**config.mk**
```make
export PLATFORM = sky130hd
export DESIGN_NAME = alert_annunciator_flat
export DESIGN_NICKNAME = d
export VERILOG_FILES = /design/src/rtl/alert_annunciator_pkg.sv /design/src/rtl/alert_annunciator_if.sv /design/src/rtl/alert_annunciator_blink_divider.sv /design/src/rtl/alert_annunciator.sv /design/src/flat_wrapper.sv
export SDC_FILE = /design/constraint.sdc
export NUM_CORES = 1
export LEC_CHECK = 0
export CORE_MARGIN = 1.5
export CORE_UTILIZATION = 41
export DETAILED_ROUTE_END_ITERATION = 16
export PLACE_DENSITY = 0.76
export SETUP_SLACK_MARGIN = 0.2
export SYNTH_ARGS = -nofsm -noshare
export SYNTH_HDL_FRONTEND = slang
export SYNTH_SLANG_ARGS = --single-unit
```
**constraint.sdc**
```tcl
create_clock -name clk -period 1.6 [get_ports clk]
set_input_delay 0.16 -clock clk [delete_from_list [all_inputs] [get_ports clk]]
set_output_delay 0.16 -clock clk [all_outputs]
set_load 0.03 [all_outputs]
```
**src/rtl/alert_annunciator_pkg.sv**
```systemverilog
// Shared state encoding for the alert path (alert latch and annunciator).
package alert_annunciator_pkg;

   localparam int unsigned STATE_W = 2;

   typedef enum logic [STATE_W-1:0] {
      ST_IDLE     = 2'd0,
      ST_ALARM    = 2'd1,
      ST_SILENCED = 2'd2,
      ST_ILLEGAL  = 2'd3
   } state_t;

endpackage

```
**src/rtl/alert_annunciator_if.sv**
```systemverilog
// Alert/acknowledge handshake and alarm indications between the board and the annunciator.
interface alert_annunciator_if #(
   parameter int unsigned CNT_W = 4
) ();

   logic             alert;
   logic             ack;
   logic             buzzer;
   logic             led;
   logic             ack_taken;
   logic [1:0]       state_o;
   logic [CNT_W-1:0] alarm_count;

   // Board side: drives the alert level and button, observes the alarm.
   modport master (
      output alert, ack,
      input  buzzer, led, ack_taken, state_o, alarm_count
   );

   // Annunciator side.
   modport slave (
      input  alert, ack,
      output buzzer, led, ack_taken, state_o, alarm_count
   );

endinterface

```
**src/rtl/alert_annunciator_blink_divider.sv**
```systemverilog
// Square-wave generator for the buzzer: BLINK_DIV cycles high, BLINK_DIV cycles low.
module blink_divider #(
   parameter int unsigned BLINK_DIV = 4
) (
   input  logic clk,
   input  logic rst,
   input  logic en,
   output logic out
);

   localparam int unsigned      PH_W    = (BLINK_DIV > 1) ? $clog2(BLINK_DIV) : 1;
   localparam logic [PH_W-1:0]  PH_LAST = PH_W'(BLINK_DIV - 1);

   logic [PH_W-1:0] phase;

   // Held at phase 0 / high while disabled so each enable starts with a full high phase.
   always_ff @(posedge clk or negedge rst) begin
      if (!rst) begin
         phase <= '0;
         out   <= 1'b1;
      end else if (!en) begin
         phase <= '0;
         out   <= 1'b1;
      end else if (phase == PH_LAST) begin
         phase <= '0;
         out   <= ~out;
      end else begin
         phase <= phase + 1'b1;
      end
   end

endmodule

```
**src/rtl/alert_annunciator.sv**
```systemverilog
// Alarm annunciator: turns the latched alert level into buzzer/LED drive with an
// operator acknowledge handshake and a saturating count of alarm entries.
module alert_annunciator
   import alert_annunciator_pkg::*;
#(
   parameter int unsigned BLINK_DIV = 4,
   parameter int unsigned MIN_ON    = 8,
   parameter int unsigned CNT_W     = 4
) (
   input  logic                 clk,
   input  logic                 rst,
   alert_annunciator_if.slave   bus
);

   localparam int unsigned       ON_W    = $clog2(MIN_ON + 1);
   localparam logic [ON_W-1:0]   ON_MAX  = ON_W'(MIN_ON);
   localparam logic [CNT_W-1:0]  CNT_MAX = '1;

   state_t           state;
   logic             ack_d;
   logic             ack_edge;
   logic [ON_W-1:0]  on_timer;
   logic             led_q;
   logic             ack_taken_q;
   logic [CNT_W-1:0] count_q;
   logic             blink_out;

   assign ack_edge = bus.ack & ~ack_d;

   blink_divider #(
      .BLINK_DIV (BLINK_DIV)
   ) u_blink (
      .clk (clk),
      .rst (rst),
      .en  (state == ST_ALARM),
      .out (blink_out)
   );

   // FSM with ack edge detect, minimum-on timer and saturating entry counter.
   always_ff @(posedge clk or negedge rst) begin
      if (!rst) begin
         state       <= ST_IDLE;
         ack_d       <= 1'b1;
         on_timer    <= '0;
         led_q       <= 1'b0;
         ack_taken_q <= 1'b0;
         count_q     <= '0;
      end else begin
         ack_d       <= bus.ack;
         ack_taken_q <= 1'b0;
         case (state)
            ST_IDLE: begin
               led_q <= 1'b0;
               // An ack edge arriving together with the alert is simply dropped.
               if (bus.alert) begin
                  state    <= ST_ALARM;
                  led_q    <= 1'b1;
                  on_timer <= '0;
                  if (count_q != CNT_MAX) count_q <= count_q + 1'b1;
               end
            end
            ST_ALARM: begin
               led_q <= 1'b1;
               if (on_timer != ON_MAX) on_timer <= on_timer + 1'b1;
               // The alert dropping does not end the alarm; only an accepted ack does.
               if (ack_edge && (on_timer == ON_MAX)) begin
                  state       <= ST_SILENCED;
                  ack_taken_q <= 1'b1;
               end
            end
            ST_SILENCED: begin
               led_q <= 1'b1;
               if (!bus.alert) begin
                  state <= ST_IDLE;
                  led_q <= 1'b0;
               end
            end
            default: begin
               state <= ST_IDLE;
               led_q <= 1'b0;
            end
         endcase
      end
   end

   // Both operands are flops, so the buzzer only moves just after a clock edge
   // and drops at once on async reset.
   assign bus.buzzer      = blink_out & (state == ST_ALARM);
   assign bus.led         = led_q;
   assign bus.ack_taken   = ack_taken_q;
   assign bus.state_o     = state;
   assign bus.alarm_count = count_q;

endmodule
```
**src/flat_wrapper.sv**
```systemverilog
// flat-port wrapper written by rule: the top's interface ports become plain ports
module alert_annunciator_flat import alert_annunciator_pkg::*;
#(
   parameter int unsigned BLINK_DIV = 4,
   parameter int unsigned MIN_ON    = 8,
   parameter int unsigned CNT_W     = 4
)
  (clk, rst, bus_alert, bus_ack, bus_buzzer, bus_led, bus_ack_taken, bus_state_o, bus_alarm_count);
  alert_annunciator_if #(.CNT_W(CNT_W)) bus_i ();
  input  logic clk;
  input  logic rst;
  input wire logic [$bits(bus_i.alert)-1:0] bus_alert;
  input wire logic [$bits(bus_i.ack)-1:0] bus_ack;
  output wire logic [$bits(bus_i.buzzer)-1:0] bus_buzzer;
  output wire logic [$bits(bus_i.led)-1:0] bus_led;
  output wire logic [$bits(bus_i.ack_taken)-1:0] bus_ack_taken;
  output wire logic [$bits(bus_i.state_o)-1:0] bus_state_o;
  output wire logic [$bits(bus_i.alarm_count)-1:0] bus_alarm_count;
  assign bus_i.alert = bus_alert;
  assign bus_i.ack = bus_ack;
  assign bus_buzzer = bus_i.buzzer;
  assign bus_led = bus_i.led;
  assign bus_ack_taken = bus_i.ack_taken;
  assign bus_state_o = bus_i.state_o;
  assign bus_alarm_count = bus_i.alarm_count;
  alert_annunciator #(.BLINK_DIV(BLINK_DIV), .MIN_ON(MIN_ON), .CNT_W(CNT_W)) u_core (.clk(clk), .rst(rst), .bus(bus_i));
endmodule
```
==> results of run 1 <==
==> area by class of cell <==
type | count | area (sq um) | area share
timing repair buffer | 24 | 218 | 0.207
clock buffer | 4 | 36.3 | 0.0346
multi-input combinational | 47 | 347 | 0.330
sequential | 16 | 407 | 0.387
tap | 25 | 31.3 | 0.0298
inverter | 3 | 11.3 | 0.0107
==> power by group through the flow <==
stage | clock network [uW] | logic, uW | registers [uW]
global route | 294 | 1180 | 739
CTS | 277 | 911 | 706
floorplan | 0 | 439 | 860
detailed placement | 0 | 869 | 759
finish | 272 | 1080 | 718
global placement | 0 | 839 | 750
==> per-stage QoR <==
step            util  setup slack, ps
6_report       0.615              241
5_1_grt        0.615              195
4_1_cts        0.574              211
3_5_place_dp   0.540              125
3_3_place_gp   0.540              171
2_1_floorplan      -              203
==> registers in the layout (all words and copies together), names as in the netlist <==
| name | count |
|---|---|
| u_core.ack_d | 1 |
| u_core.bus.ack_taken | 1 |
| u_core.bus.alarm_count | 4 |
| u_core.bus.led | 1 |
| u_core.bus.state_o | 2 |
| u_core.on_timer | 4 |
| u_core.u_blink.out | 1 |
| u_core.u_blink.phase | 2 |
==> cell families (layout without fill, tap and decap cells) <==
group / count (synthesis) / after routing / synth area share
AO/OA/AOI/OAI: 10 / 10 / 0.0873
adder cells (fa/ha/maj): 4 / 4 / 0.0671
flip-flops: 16 / 16 / 0.540
AND/OR/NAND/NOR: 29 / 29 / 0.230
buffers and inverters: 4 / 31 / 0.0218
XOR/XNOR: 2 / 2 / 0.0235
multiplexers: 2 / 2 / 0.0302
==> per-layer routing <==
metal  vias to the layer above  wire [um]
met5                         -          0
li1                        289          -
met4                         0         10
met1                       293        678
met3                         2         45
met2                        12        770
==> synth_stat cells (all sizes together) (3+ instances only) <==
cell | count | area, sq um
nand3 | 6 | 30.0
nand2 | 7 | 26.3
ha | 4 | 50.1
inv | 3 | 11.3
dfrtp | 14 | 350
o21ai | 3 | 15.0
==> worst max-delay path, cell delays in order, from the launching register on <==
cell and delay (ps):
dfrtp_2 420, buf_4 160, nand2b_1 220, or3_1 390
nand3_1 100
==> repair_timing <==
item	in CTS	in global routing
pin swaps	0	5
buffers inserted	4	4
resized for setup	9	11
endpoints found under the setup margin	10	7
==> path summary, 6_finish.rpt <==
kind / start / end / slack (ps)
hold reg to reg: u_core.u_blink.phase[0] / u_core.u_blink.phase[0] / 440
hold / removal: rst / u_core.on_timer[3] / 170
setup / recovery: u_core.bus.state_o[1] / u_core.on_timer[0] / 240
min in group clk: bus_ack / u_core.ack_d / 300
setup reg to reg: u_core.bus.state_o[1] / u_core.on_timer[0] / 240
max in group asynchronous: rst / u_core.ack_d / 1180
==> qor.txt, run 1 <==
# IOs -> 13
VDD IR-drop max -> 0.00100 V
total leakage power -> 0.000480 uW
sequential element share of the synthesized area -> 0.540
commonest non-fill, non-tap cell in the layout -> dfrtp_1
combinational power share -> 0.521
worst hold path type -> in2async
WS Path Type -> reg2reg
drt drc -> 0
placed cell count -> 107
clock-pin slew on the worst setup and hold paths -> 100 ps
Layout fillers -> 144
Vert. Die Dim -> 45.6 um
Slew Viols, Final -> 0
Starting Density -> 0.437
drt via density -> 5.01
Final Cycle Share -> 0.849
grt met3 use -> 0.0635
Total GRT Usage -> 0.162
max cap viols -> 0
RSZ-0062 raised after global routing -> true
number of flops mapped to enable cells by yosys -> 0
setup TNS -> 0 ps
syn_nets -> 75
initial antenna violation count -> 0
Initial DRC Count -> 11
ratio of cells with drive above 1 in the final layout -> 0.319
Main synth FF type -> dfrtp_1
largest net degree at the start of global routing -> 17
first-pass GRT wire length -> 2330 um
Area Growth Syn to Fin -> 40.8%
Final #Nets -> 103
Die X-Extent -> 45.6 um
CTS tree -> done
Pre-Repair DR Iteration Count -> 4
wire per inst -> 12.6 um
vias in the first global route -> 538
Root Buffer -> clkbuf_4
htree depth -> 1
number of antenna diodes -> 0
Worst Setup End Kind -> flip-flop
internal power -> 1260 uW
most frequent cells in the layout -> dfrtp_1 (11), buf_4 (10), nand2_1 (7), dlygate4sd2_1 (7), nand3_1 (6)
Std-Cell Rows -> 15
Hold Violations, Final -> 0
number of port buffers -> 12
Hold Buf Count CTS -> 0
P_sw -> 812 uW
sequential share of power -> 0.347
hold_ws -> 174 ps
critical path data required time -> 1830 ps
post-synth cell types -> 30
post-route cell area -> 1050 sq um
FF+latch count, synth -> 16
R2R cell count -> 4
worst-margin pin slew -> 301 ps
CTS Buffer Depth -> 2
grt ovf -> 0
final setup vio count -> 0
DIE AREA -> 2080 sq um
Post-Syn Area -> 746 sq um
Net Sw Frac -> 0.393
final WL -> 1500 um
Crit Path Max Fanout -> 6
CTS Sinks -> 16
status -> complete, no violations
Clock Latency Late Sink -> 290 ps
CTS Buf Count -> 3
total chip power -> 2070 uW
f_max -> 0.736 GHz
GP Congestion -> 0.800
Placed Area -> 922 sq um
Final ANT Viol Nets -> 0
Max transition margin -> 0.800
post-layout minimum cycle time -> 1360 ps
yosys warns -> 0
fin cells -> 119
Clock Power Share -> 0.132
met2 layer usage reported by global route -> 0.256
busiest grt layer -> met2
Detailed Place HPWL -> 1020 um
Via Count -> 596
Fin Clk Skew -> 1.85 ps
worst path arrival time -> 1590 ps
Syn Area/Cell -> 11.1 sq um
Post-synth ARST share -> 1.00
Power Dens Cells -> 1970 nW/um^2
critical path launch point type -> flip-flop
met1 usage -> 0.189
Synth Instances -> 67
core box area -> 1710 sq um
Power figures use the tool's default switching activity.
==> run 2: changes to the inputs <==
- PLACE_DENSITY: 0.76 -> 0.78
- clock period: 1.6 -> 1.1 ns (I/O delays scaled with it)
==> qor.txt, run 2 (synthesized netlist as in run 1, its figures left out) <==
Pre-Repair DR Iteration Count -> 4 (unchanged)
Slew Viols, Final -> 0 (unchanged)
Worst Setup End Kind -> flip-flop
htree depth -> 1 (unchanged)
CTS Buffer Depth -> 2 (unchanged)
Final Cycle Share -> 1.26 (+0.406)
Hold Violations, Final -> 0 (unchanged)
final WL -> 1770 um (+18%)
critical path launch point type -> flip-flop
wire per inst -> 13.3 um (+5.5%)
CTS tree -> done
Starting Density -> 0.437 (unchanged)
Final #Nets -> 117 (+14%)
initial antenna violation count -> 0 (unchanged)
number of port buffers -> 12 (unchanged)
Via Count -> 661 (+11%)
Total GRT Usage -> 0.196 (+0.0338)
Fin Clk Skew -> 2.70 ps (+0.853 ps)
clock-pin slew on the worst setup and hold paths -> 100 ps (about the same)
status -> finished, violations left
number of antenna diodes -> 0 (unchanged)
Detailed Place HPWL -> 1180 um (+15%)
vias in the first global route -> 672 (+25%)
failing checks -> negative setup slack
WS Path Type -> reg2reg
Final ANT Viol Nets -> 0 (unchanged)
most frequent cells in the layout -> buf_6 (18), buf_4 (16), dfrtp_1 (10), nand2_1 (7), nand3_1 (5)
Die X-Extent -> 45.6 um (unchanged)
ratio of cells with drive above 1 in the final layout -> 0.565 (+0.246)
CTS Sinks -> 16 (unchanged)
worst path arrival time -> 1560 ps (-30 ps)
fin util -> 0.733 (+0.119)
DIE AREA -> 2080 sq um (unchanged)
core box area -> 1710 sq um (unchanged)
max cap viols -> 0 (unchanged)
first-pass GRT wire length -> 2820 um (+21%)
drt drc -> 0 (unchanged)
critical path data required time -> 1280 ps (-550 ps)
# IOs -> 13 (unchanged)
fin worst setup slack -> -281 ps (-522 ps)
post-layout minimum cycle time -> 1380 ps (+22.4 ps)
commonest non-fill, non-tap cell in the layout -> buf_6
Std-Cell Rows -> 15 (unchanged)
GP Congestion -> 0.771 (-3.6%)
largest net degree at the start of global routing -> 17 (unchanged)
Max transition margin -> 0.850 (+0.0496)
total leakage power -> 0.000568 uW (+18%)
Area Growth Syn to Fin -> 68.0%
worst-margin pin slew -> 222 ps (-79.1 ps)
Initial DRC Count -> 6 (-5)
setup TNS -> -2740 ps (-2740 ps)
Crit Path Max Fanout -> 3 (-3)
Root Buffer -> clkbuf_4
final setup vio count -> 17 (+17)
CTS Buf Count -> 3 (unchanged)
Vert. Die Dim -> 45.6 um (unchanged)
Clock Latency Late Sink -> 280 ps (about the same)
R2R cell count -> 6 (+2)
RSZ-0062 raised after global routing -> true
grt ovf -> 0 (unchanged)
Hold Buf Count CTS -> 0 (unchanged)
f_max -> 0.724 GHz (-1.6%)
drt via density -> 4.97 (-0.77%)
Power Dens Cells -> 2890 nW/um^2 (+47%)
worst hold path type -> in2async
VDD IR-drop max -> 0.00126 V (+26%)
==> run 2: cell count changes in the layout (fill, tap and decap cells not counted), moves of 2 or more <==
cell           before  now
buf_6               1   18
o21ai_1             0    2
buf_4              10   16
dlygate4sd2_1       7    0
o21ai_0             3    0
==> run 2: final timing paths <==
kind                                          from                      end  slack (ps)
setup / recovery                u_core.on_timer[0]    u_core.bus.state_o[0]        -280
hold / removal                                 rst  u_core.u_blink.phase[0]         140
setup reg to reg                u_core.on_timer[0]    u_core.bus.state_o[0]        -280
hold reg to reg            u_core.u_blink.phase[0]  u_core.u_blink.phase[0]         460
max in group asynchronous                      rst             u_core.ack_d         710
min in group clk                           bus_ack             u_core.ack_d         280
==> run 2: area by class of cell <==
type,instances,area [sq um]
Inverter,3,11.3
Timing Repair Buffer,38,368
Multi-Input combinational cell,47,398
Clock buffer,4,36.3
Fill cell,119,455
Tap cell,25,31.3
Sequential cell,16,408
==> run 2: repair_timing <==
item,CTS,global route
endpoints found under the setup margin,24,24
buffers inserted,6,3
pin swaps,6,6
resized for setup,32,14
==> run 2: routing by layer <==
metal | share of wire | wire, um | up-vias | global-route usage
li1 | - | - | 315 | -
met1 | 0.43 | 755 | 333 | 0.227
met2 | 0.53 | 947 | 9 | 0.327
met3 | 0.017 | 31 | 4 | 0.0397
met4 | 0.022 | 39 | 0 | 0.124
met5 | 0 | 0 | - | 0
==> run 2: worst max-delay path, cell delays in order (launching register included) <==
cell	delay, ps
dfrtp_1	400
inv_2	90
ha_4	120
and3b_2	220
buf_6	100
nand3b_1	130
a21o_1	210
==> run 2: stage by stage <==
step / instances / power (uW) / hold WS [ps] / instance area, sq um / setup slack, ps
finish: 133 / 3620 / 137 / 1250 / -281
global route: 133 / 3870 / 140 / 1250 / -332
CTS: 130 / 3420 / 129 / 1190 / -289
detailed placement: 120 / 2690 / 430 / 1030 / -322
global placement: 120 / 2610 / 428 / 1030 / -271
floorplan: 67 / 1960 / -186 / 773 / -195
==> run 2: power breakdown <==
group | leakage, uW | switching (uW) | internal (uW)
combinational | 0.000360 | 974 | 1210
sequential | 0.000187 | 198 | 852
clock | 0.0000210 | 185 | 201
